===== src/rtl/multicycle_controller_pkg.sv =====
// Shared definitions for the multicycle RV32I controller: opcodes, FSM states,
// ALU operation classes, ALU control codes and datapath mux select codes.
package multicycle_controller_pkg;

  // Opcodes recognised by the controller (instr[6:0])
  localparam logic [6:0] OP_LW    = 7'b0000011;
  localparam logic [6:0] OP_SW    = 7'b0100011;
  localparam logic [6:0] OP_RTYPE = 7'b0110011;
  localparam logic [6:0] OP_ITYPE = 7'b0010011;
  localparam logic [6:0] OP_BEQ   = 7'b1100011;
  localparam logic [6:0] OP_JAL   = 7'b1101111;

  // One state per clock; encodings are visible on the debug state port
  typedef enum logic [3:0] {
    S_FETCH    = 4'd0,
    S_DECODE   = 4'd1,
    S_MEMADR   = 4'd2,
    S_MEMREAD  = 4'd3,
    S_MEMWB    = 4'd4,
    S_MEMWRITE = 4'd5,
    S_EXECR    = 4'd6,
    S_EXECI    = 4'd7,
    S_ALUWB    = 4'd8,
    S_BEQ      = 4'd9,
    S_JAL      = 4'd10
  } state_t;

  // ALU operation class requested by the main FSM
  typedef enum logic [1:0] {
    ALU_OP_ADD   = 2'b00,
    ALU_OP_SUB   = 2'b01,
    ALU_OP_FUNCT = 2'b10
  } alu_op_t;

  // ALU control codes
  localparam logic [2:0] ALUC_ADD = 3'b000;
  localparam logic [2:0] ALUC_SUB = 3'b001;
  localparam logic [2:0] ALUC_AND = 3'b010;
  localparam logic [2:0] ALUC_OR  = 3'b011;
  localparam logic [2:0] ALUC_SLT = 3'b101;

  // Result mux
  localparam logic [1:0] RES_ALUOUT    = 2'b00;
  localparam logic [1:0] RES_DATA      = 2'b01;
  localparam logic [1:0] RES_ALURESULT = 2'b10;

  // ALU A mux
  localparam logic [1:0] SRCA_PC    = 2'b00;
  localparam logic [1:0] SRCA_OLDPC = 2'b01;
  localparam logic [1:0] SRCA_RD1   = 2'b10;

  // ALU B mux
  localparam logic [1:0] SRCB_RD2    = 2'b00;
  localparam logic [1:0] SRCB_IMM    = 2'b01;
  localparam logic [1:0] SRCB_FOUR   = 2'b10;

  // Immediate formats
  localparam logic [1:0] IMM_I = 2'b00;
  localparam logic [1:0] IMM_S = 2'b01;
  localparam logic [1:0] IMM_B = 2'b10;
  localparam logic [1:0] IMM_J = 2'b11;

  // Immediate format depends only on the opcode
  function automatic logic [1:0] imm_src_for(input logic [6:0] op);
    case (op)
      OP_SW:   return IMM_S;
      OP_BEQ:  return IMM_B;
      OP_JAL:  return IMM_J;
      default: return IMM_I;
    endcase
  endfunction

endpackage


===== src/rtl/multicycle_controller_alu_decoder.sv =====
// ALU decoder: maps the FSM's ALU operation class plus instruction funct
// fields onto the ALU control code.
module alu_decoder
  import multicycle_controller_pkg::*;
(
  input  logic [1:0] alu_op,
  input  logic [2:0] funct3,
  input  logic       funct7b5,
  input  logic       op5,
  output logic [2:0] alu_control
);

  // Only R-type (op5=1) with funct7b5 set selects subtract; I-type addi never does
  always_comb begin
    alu_control = ALUC_ADD;
    case (alu_op_t'(alu_op))
      ALU_OP_ADD: alu_control = ALUC_ADD;
      ALU_OP_SUB: alu_control = ALUC_SUB;
      ALU_OP_FUNCT: begin
        case (funct3)
          3'b000:  alu_control = (op5 & funct7b5) ? ALUC_SUB : ALUC_ADD;
          3'b010:  alu_control = ALUC_SLT;
          3'b110:  alu_control = ALUC_OR;
          3'b111:  alu_control = ALUC_AND;
          default: alu_control = ALUC_ADD;
        endcase
      end
      default: alu_control = ALUC_ADD;
    endcase
  end

endmodule


===== src/rtl/multicycle_controller.sv =====
// Main control FSM for the multicycle RV32I core: sequences the shared
// memory/ALU datapath through fetch, decode, execute and writeback steps.
module multicycle_controller
  import multicycle_controller_pkg::*;
#(
  parameter int unsigned STATE_W = 4,
  parameter int unsigned ALUC_W  = 3
) (
  input  logic               clk,
  input  logic               reset,
  input  logic [6:0]         op,
  input  logic [2:0]         funct3,
  input  logic               funct7b5,
  input  logic               zero,
  output logic               pc_write,
  output logic               adr_src,
  output logic               mem_write,
  output logic               ir_write,
  output logic [1:0]         result_src,
  output logic [1:0]         alu_src_a,
  output logic [1:0]         alu_src_b,
  output logic [ALUC_W-1:0]  alu_control,
  output logic               reg_write,
  output logic [1:0]         imm_src,
  output logic [STATE_W-1:0] state
);

  state_t     state_q, state_d;
  alu_op_t    alu_op;
  logic       pc_update;
  logic       branch;
  logic [2:0] aluc;

  // State register; reset returns to FETCH immediately, even mid-instruction
  always_ff @(posedge clk or posedge reset) begin
    if (reset) state_q <= S_FETCH;
    else       state_q <= state_d;
  end

  // Next-state and Moore outputs; unlisted enables are 0, unlisted selects 00
  always_comb begin
    state_d    = S_FETCH;
    alu_op     = ALU_OP_ADD;
    pc_update  = 1'b0;
    branch     = 1'b0;
    adr_src    = 1'b0;
    mem_write  = 1'b0;
    ir_write   = 1'b0;
    reg_write  = 1'b0;
    result_src = RES_ALUOUT;
    alu_src_a  = SRCA_PC;
    alu_src_b  = SRCB_RD2;
    case (state_q)
      S_FETCH: begin
        ir_write   = 1'b1;
        alu_src_a  = SRCA_PC;
        alu_src_b  = SRCB_FOUR;
        result_src = RES_ALURESULT;
        pc_update  = 1'b1;
        state_d    = S_DECODE;
      end
      S_DECODE: begin
        alu_src_a = SRCA_OLDPC;
        alu_src_b = SRCB_IMM;
        case (op)
          OP_LW, OP_SW: state_d = S_MEMADR;
          OP_RTYPE:     state_d = S_EXECR;
          OP_ITYPE:     state_d = S_EXECI;
          OP_BEQ:       state_d = S_BEQ;
          OP_JAL:       state_d = S_JAL;
          default:      state_d = S_FETCH;
        endcase
      end
      S_MEMADR: begin
        alu_src_a = SRCA_RD1;
        alu_src_b = SRCB_IMM;
        state_d   = (op == OP_SW) ? S_MEMWRITE : S_MEMREAD;
      end
      S_MEMREAD: begin
        result_src = RES_ALUOUT;
        adr_src    = 1'b1;
        state_d    = S_MEMWB;
      end
      S_MEMWB: begin
        result_src = RES_DATA;
        reg_write  = 1'b1;
        state_d    = S_FETCH;
      end
      S_MEMWRITE: begin
        result_src = RES_ALUOUT;
        adr_src    = 1'b1;
        mem_write  = 1'b1;
        state_d    = S_FETCH;
      end
      S_EXECR: begin
        alu_src_a = SRCA_RD1;
        alu_src_b = SRCB_RD2;
        alu_op    = ALU_OP_FUNCT;
        state_d   = S_ALUWB;
      end
      S_EXECI: begin
        alu_src_a = SRCA_RD1;
        alu_src_b = SRCB_IMM;
        alu_op    = ALU_OP_FUNCT;
        state_d   = S_ALUWB;
      end
      S_ALUWB: begin
        result_src = RES_ALUOUT;
        reg_write  = 1'b1;
        state_d    = S_FETCH;
      end
      S_BEQ: begin
        alu_src_a  = SRCA_RD1;
        alu_src_b  = SRCB_RD2;
        alu_op     = ALU_OP_SUB;
        result_src = RES_ALUOUT;
        branch     = 1'b1;
        state_d    = S_FETCH;
      end
      S_JAL: begin
        alu_src_a  = SRCA_OLDPC;
        alu_src_b  = SRCB_FOUR;
        result_src = RES_ALUOUT;
        pc_update  = 1'b1;
        state_d    = S_ALUWB;
      end
      default: state_d = S_FETCH;
    endcase
  end

  assign pc_write    = pc_update | (branch & zero);
  assign imm_src     = imm_src_for(op);
  assign alu_control = ALUC_W'(aluc);
  assign state       = STATE_W'(state_q);

  alu_decoder u_alu_decoder (
    .alu_op      (alu_op),
    .funct3      (funct3),
    .funct7b5    (funct7b5),
    .op5         (op[5]),
    .alu_control (aluc)
  );

endmodule


===== config.mk =====
export PLATFORM = sky130hd
export DESIGN_NAME = multicycle_controller
export DESIGN_NICKNAME = d
export VERILOG_FILES = /design/src/rtl/multicycle_controller_pkg.sv /design/src/rtl/multicycle_controller_alu_decoder.sv /design/src/rtl/multicycle_controller.sv
export SDC_FILE = /design/constraint.sdc
export NUM_CORES = 1
export LEC_CHECK = 0
export CORE_AREA = 2 2 39 41
export DETAILED_ROUTE_END_ITERATION = 16
export DIE_AREA = 0 0 41 43
export DONT_BUFFER_PORTS = 1
export PLACE_DENSITY = 0.61
export SETUP_SLACK_MARGIN = 0.5
export SLEW_MARGIN = 20
export SYNTH_ARGS = -nofsm -noshare
export SYNTH_HDL_FRONTEND = slang
export SYNTH_SLANG_ARGS = --single-unit

===== constraint.sdc =====
create_clock -name clk -period 4.48 [get_ports clk]
set_input_delay 0.448 -clock clk [delete_from_list [all_inputs] [get_ports clk]]
set_output_delay 0.448 -clock clk [all_outputs]
set_load 0.05 [all_outputs]

Word level (Yosys, flattened, before mapping)

Cells that the tools add are included.

Equal/unequal tests: 21
Muxes and demuxes: 17
Bitwise operators: 3
Reductions and logical operators: 11

Operator list:

| kind                 | number |
|---|---|
| $pmux W4 S5          | 2 |
| $eq A4 B3 Y1 const B | 4 |
| $pmux W2 S2          | 4 |
| $eq A7 B6 Y1 const B | 2 |
| $eq A7 B7 Y1 const B | 2 |
| $eq A4 B4 Y1 const B | 3 |
| $pmux W3 S4          | 1 |
| $reduce_or A2 Y1     | 6 |
| $eq A4 B2 Y1 const B | 2 |
| $eq A7 B2 Y1 const B | 1 |
| $eq A7 B5 Y1 const B | 1 |
| $mux W1              | 7 |
| $eq A3 B3 Y1 const B | 2 |
| $pmux W2 S3          | 1 |
| $pmux W3 S2          | 1 |
| $reduce_or A3 Y1     | 2 |
| $eq A4 B1 Y1 const B | 1 |
| $logic_not A4 Y1     | 1 |
| $reduce_or A4 Y1     | 1 |
| $eq A3 B2 Y1 const B | 1 |
| $logic_not A3 Y1     | 1 |
| $mux W3              | 1 |
| $and A1 B1 Y1        | 2 |
| $eq A2 B1 Y1 const B | 1 |
| other kinds (2)      | 2 |

Register bits: 4
Bits of input ports: 14
Output and inout port bits: 20
Word-level logic and storage cells: 53

Logic depth before layout (Yosys ltp)

Depth in word-level cells: 5
Depth in mapped cells: 8
Mapped depth without buffers: 7

By module

From an unflattened synthesis, not the netlist that was laid out.

Cells, all modules: 77
Area total of the unflattened synthesis: 624.3 um2

Modules (own cells, without submodules):

| module                | times used | cells an instance | area an instance (um2) | seq. area each (um2) |
|---|---|---|---|---|
| multicycle_controller | 1          | 66                | 528.0                  | 100.1 |
| alu_decoder           | 1          | 11                | 96.3                   | 0.0 |

Least setup slack after synthesis

No wires, ideal clock.

Path kind: register to output
From: register state_q[1] (netlist: state[1])
To: output port alu_control[2]
Arrival: 3.145 ns
Data required time: 4.032 ns
Path slack: 0.887 ns
Cell stages (with the launch flop): 7
Buffers on the path: 2
Cells stage by stage: dfrtp_1 -> buf_2 -> buf_1 -> and2_1 -> inv_1 -> ha_1 -> nor4_1

Word-level cells in the longest chain between the ends: 5
Elaborated cells on any way between the ends: 8
Classes of those cells: eq/ne (5); mux (2); reduce/logical (1)

Ends and longest elaborated chain:

| element                                             | RTL line                                | text |
|---|---|---|
| start: declaration                                  | multicycle_controller.sv:28             | `state_t state_q, state_d;` |
| start signal: assignment                            | multicycle_controller.sv:37             | `else state_q <= state_d;` |
| $eq A4 B3 Y1                                        | multicycle_controller.sv:53             | `case (state_q)` |
| $reduce_or A2 Y1 (no source line)                   | --                                      |  |
| $pmux W2 S2 *                                       | multicycle_controller.sv:53             |  |
| $eq A2 B2 Y1 / $eq A2 B1 Y1 (equally long branches) | multicycle_controller_alu_decoder.sv:16 | `case (alu_op_t'(alu_op))` |
| $pmux W3 S2 *                                       | multicycle_controller_alu_decoder.sv:16 |  |
| end: declaration                                    | multicycle_controller.sv:22             | `output logic [ALUC_W-1:0] alu_control,` |

Mark *: on every way between the ends. The rest lies on a longest branch, timed or not.

Worst setup path in the final report

From: register state_q[0] (netlist: state[0])
To: output port alu_control[0]

Same word-level chain as after synthesis.

==> summary.md <==
| Metric | Value |
|---|---|
| Number of diodes | `0` |
| Worst Path Arrival | `around 2.6 ns` |
| Largest net degree at the start of global routing | `20` |
| Gate Count Post-Synth | `76` |
| Post-Layout Cell Count | `96` |
| Placed Instances | `just over 90` |
| CTS tree | `built` |
| Tightest Pin Transition | `about 1.0 ns` |
| CP max FO | `18` |
| Gr ovfl total | `0` |
| Rows | `14` |
| Die area | `roughly 1800 um2` |
| CTS H-tree lvls | `1` |
| Antenna Nets Post-Route | `0` |
| Filler cell count | `about 130` |
| Worst-Skew Late Latency | `about 0.23 ns` |
| PortBufs | `0` |
| Drt drc | `0` |
| Worst-path clk slew | `0.04 ns` |
| Die Width | `41 um` |
| Final period util | `approximately 67%` |
| Final net count | `98` |
| Initial drt markers | `1` |
| F_max | `~0.33 GHz` |
| Max-slew violation count | `0` |
| CP required | `a little over 4 ns` |
| GR Util All Layers | `14.69%` |
| Worst vdd ir | `~0.25 mV` |
| Post-synth EDFFs | `0` |
| Share of layout cells above drive strength 1 | `23.75%` |
| Core area | `approximately 1400 um2` |
| Setup crit start | `state[0]$_DFF_PP0_` |
| Post-synth cell types | `37` |
| Synth Flop Type | `dfrtp_1` |
| GP Congestion | `slightly below 0.8` |
| Cell area after synthesis | `about 570 um2` |
| CP Cell Sequence | `nor3b_2 -> and2_1 -> inv_2 -> ha_1 -> nor2b_1 -> o21ai_0 -> a21oi_1 -> buf_4` |
| Vias/cell | `5.521` |
| Global-route wire length before repair | `between 1500 and 2000 um` |
| Final count of negative-setup-slack endpoints | `0` |
| Syn_nets | `slightly above 90` |
| Final WL | `about 1200 um` |
| Max Cap Violations | `0` |
| Resize count post-CTS | `0` |
| Pwr/cell area | `551.0 nW/um2` |
| Synth warnings | `0` |
| Max Root-Sink Buffers | `2` |
| Final Cell Area | `around 670 um2` |
| Vias in the first global route | `~440` |
| Minimum clock period after layout | `~3.0 ns` |
| Post-DR wirelength/cell | `about 13 um` |
| Die height | `43 um` |
| Clock buffers created by TritonCTS | `3` |
| Max-slew headroom | `about a third` |
| Mapped Avg Cell Area | `between 7 and 8 um2` |
| Crit path launch type | `flop` |
| Via count | `between 500 and 600` |
| Placed cell area | `638.1 um2` |
| Slowest CP cell | `dfrtp_1` |
| Root buffer cell | `clkbuf_4` |
| Type of destination of the critical path | `primary output` |
| HPWL after DPL | `just over 900 um` |
| Sequential area share after synthesis | `17.58%` |
| Fin Setup TNS | `0 ns` |
| Sink Count | `4` |
| Hold_sp | `op[0]` |
| Post-synth ARST share | `100.0%` |
| Final setup skew | `between 0.002 and 0.0025 ns` |
| Num ports | `34` |
| Status | `complete, no violations` |
| Leak Pwr | `0.2642 nW` |
| HP Class | `in2reg` |
| RR Startpoint | `state[1]$_DFF_PP0_` |
| CP peak stage delay | `0.94 ns` |
| RSZ-0062 raised after global routing | `false` |
| Antenna violations before repair | `0` |
| Layout area overhead | `17.80%` |
| FF+latch count, synth | `4` |
| Largest register FFs | `4` |
| Router iterations before antenna repair | `2` |
| Final hold vios | `0` |
| CP Class | `reg2out` |
| Starting Density | `41.14%` |
[cells in the final DEF (no fill, tap or decap), types with 2 or more instances in the layout]
cell,n
buf_4,7
nor2b_1,3
o21ai_0,2
dfrtp_1,4
nand3_1,2
nand3b_1,2
nor3b_1,3
ha_1,2
nand2b_1,2
xor2_1,2
a21o_1,2
a21oi_1,6
inv_1,5
nor4_2,3
nor3b_2,3
nand4_1,2
xnor2_1,3
clkbuf_4,3
nor3_1,2
nor2_1,2
nand2_1,3
and2_1,2
[Yosys cell counts (3+ instances only)]
master   count  share of area (%)
dfrtp_1      4                 18
nand2_1      3                2.0
buf_2        3                2.6
nor4_1       3                3.3
inv_1        5                3.3
xnor2_1      3                4.6
nor2b_1      3                3.3
nor3_1       3                2.6
a21oi_1      6                5.3
nor3b_1      5                6.6
[final timing paths]
kind,to,depth (start not counted),slack [ns]
setup / recovery,alu_control[0],8,1.46
hold / removal,state[3]$_DFF_PP0_,2,0.41
setup reg to reg,state[1]$_DFF_PP0_,3,2.66
hold reg to reg,state[2]$_DFF_PP0_,2,1.08
max in group asynchronous,state[3]$_DFF_PP0_,2,3.80
min in group asynchronous,state[2]$_DFF_PP0_,2,0.54
[timing repair]
item,4_1_cts,5_1_grt
hold endpoints to repair,4,0
setup buffers,0,0
hold buffers,1,0
[worst max-delay path: cells and delay by family (launching register included)]
kind / cells / cell delay, ns
AO/OA/AOI/OAI: 2 / 0.17
flip-flops: 1 / 0.94
adder cells (fa/ha/maj): 1 / 0.21
buffers and inverters: 2 / 0.23
AND/OR/NAND/NOR: 3 / 0.78
[logic make-up (layout without fill, tap and decap cells)]
family / Yosys count / count (layout) / synth area share [%]
AND/OR/NAND/NOR: 36 / 36 / 41.98
AO/OA/AOI/OAI: 16 / 16 / 17.80
buffers and inverters: 13 / 17 / 10.55
XOR/XNOR: 5 / 5 / 7.694
flip-flops: 4 / 4 / 17.58
adder cells (fa/ha/maj): 2 / 2 / 4.395
[stage by stage]
stage	hold slack [ns]	setup WS (ns)	utilization (%)	power, mW
2_1_floorplan	0.2141	0.8868	-	0.2964
3_3_place_gp	0.2226	1.704	46.11	0.3271
3_5_place_dp	0.2275	1.705	46.11	0.3274
4_1_cts	0.3998	1.445	48.46	0.3746
5_1_grt	0.4158	1.259	48.46	0.3941
6_report	0.4061	1.460	48.46	0.3695
[final cells by class]
class                      count  area (um2)  share of cell area (%)
sequential                     4       100.1                   14.93
inverter                       6       22.52                   3.358
multi-input combinational     59       442.9                   66.04
clock buffer                   3       22.52                   3.358
timing repair buffer           8       62.56                   9.328
tap                           16       20.02                   2.985
[power breakdown]
part	leakage [nW]	internal [mW]	switching [mW]
registers	0.0534	0.0416	0.0549
logic	0.197	0.0650	0.164
clock network	0.0138	0.0299	0.0138
total	0.264	0.137	0.233
[per-layer routing]
metal | share of wire [%] | vias to the layer above | wire length [um] | global-route usage [%]
li1 | - | 280 | - | -
met1 | 45 | 228 | 555 | 19.09
met2 | 45 | 22 | 563 | 20.63
met3 | 9.7 | 0 | 120 | 9.424
met4 | 0 | 0 | 0 | 2.000
met5 | 0 | - | 0 | 0
Power figures use the tool's default switching activity.
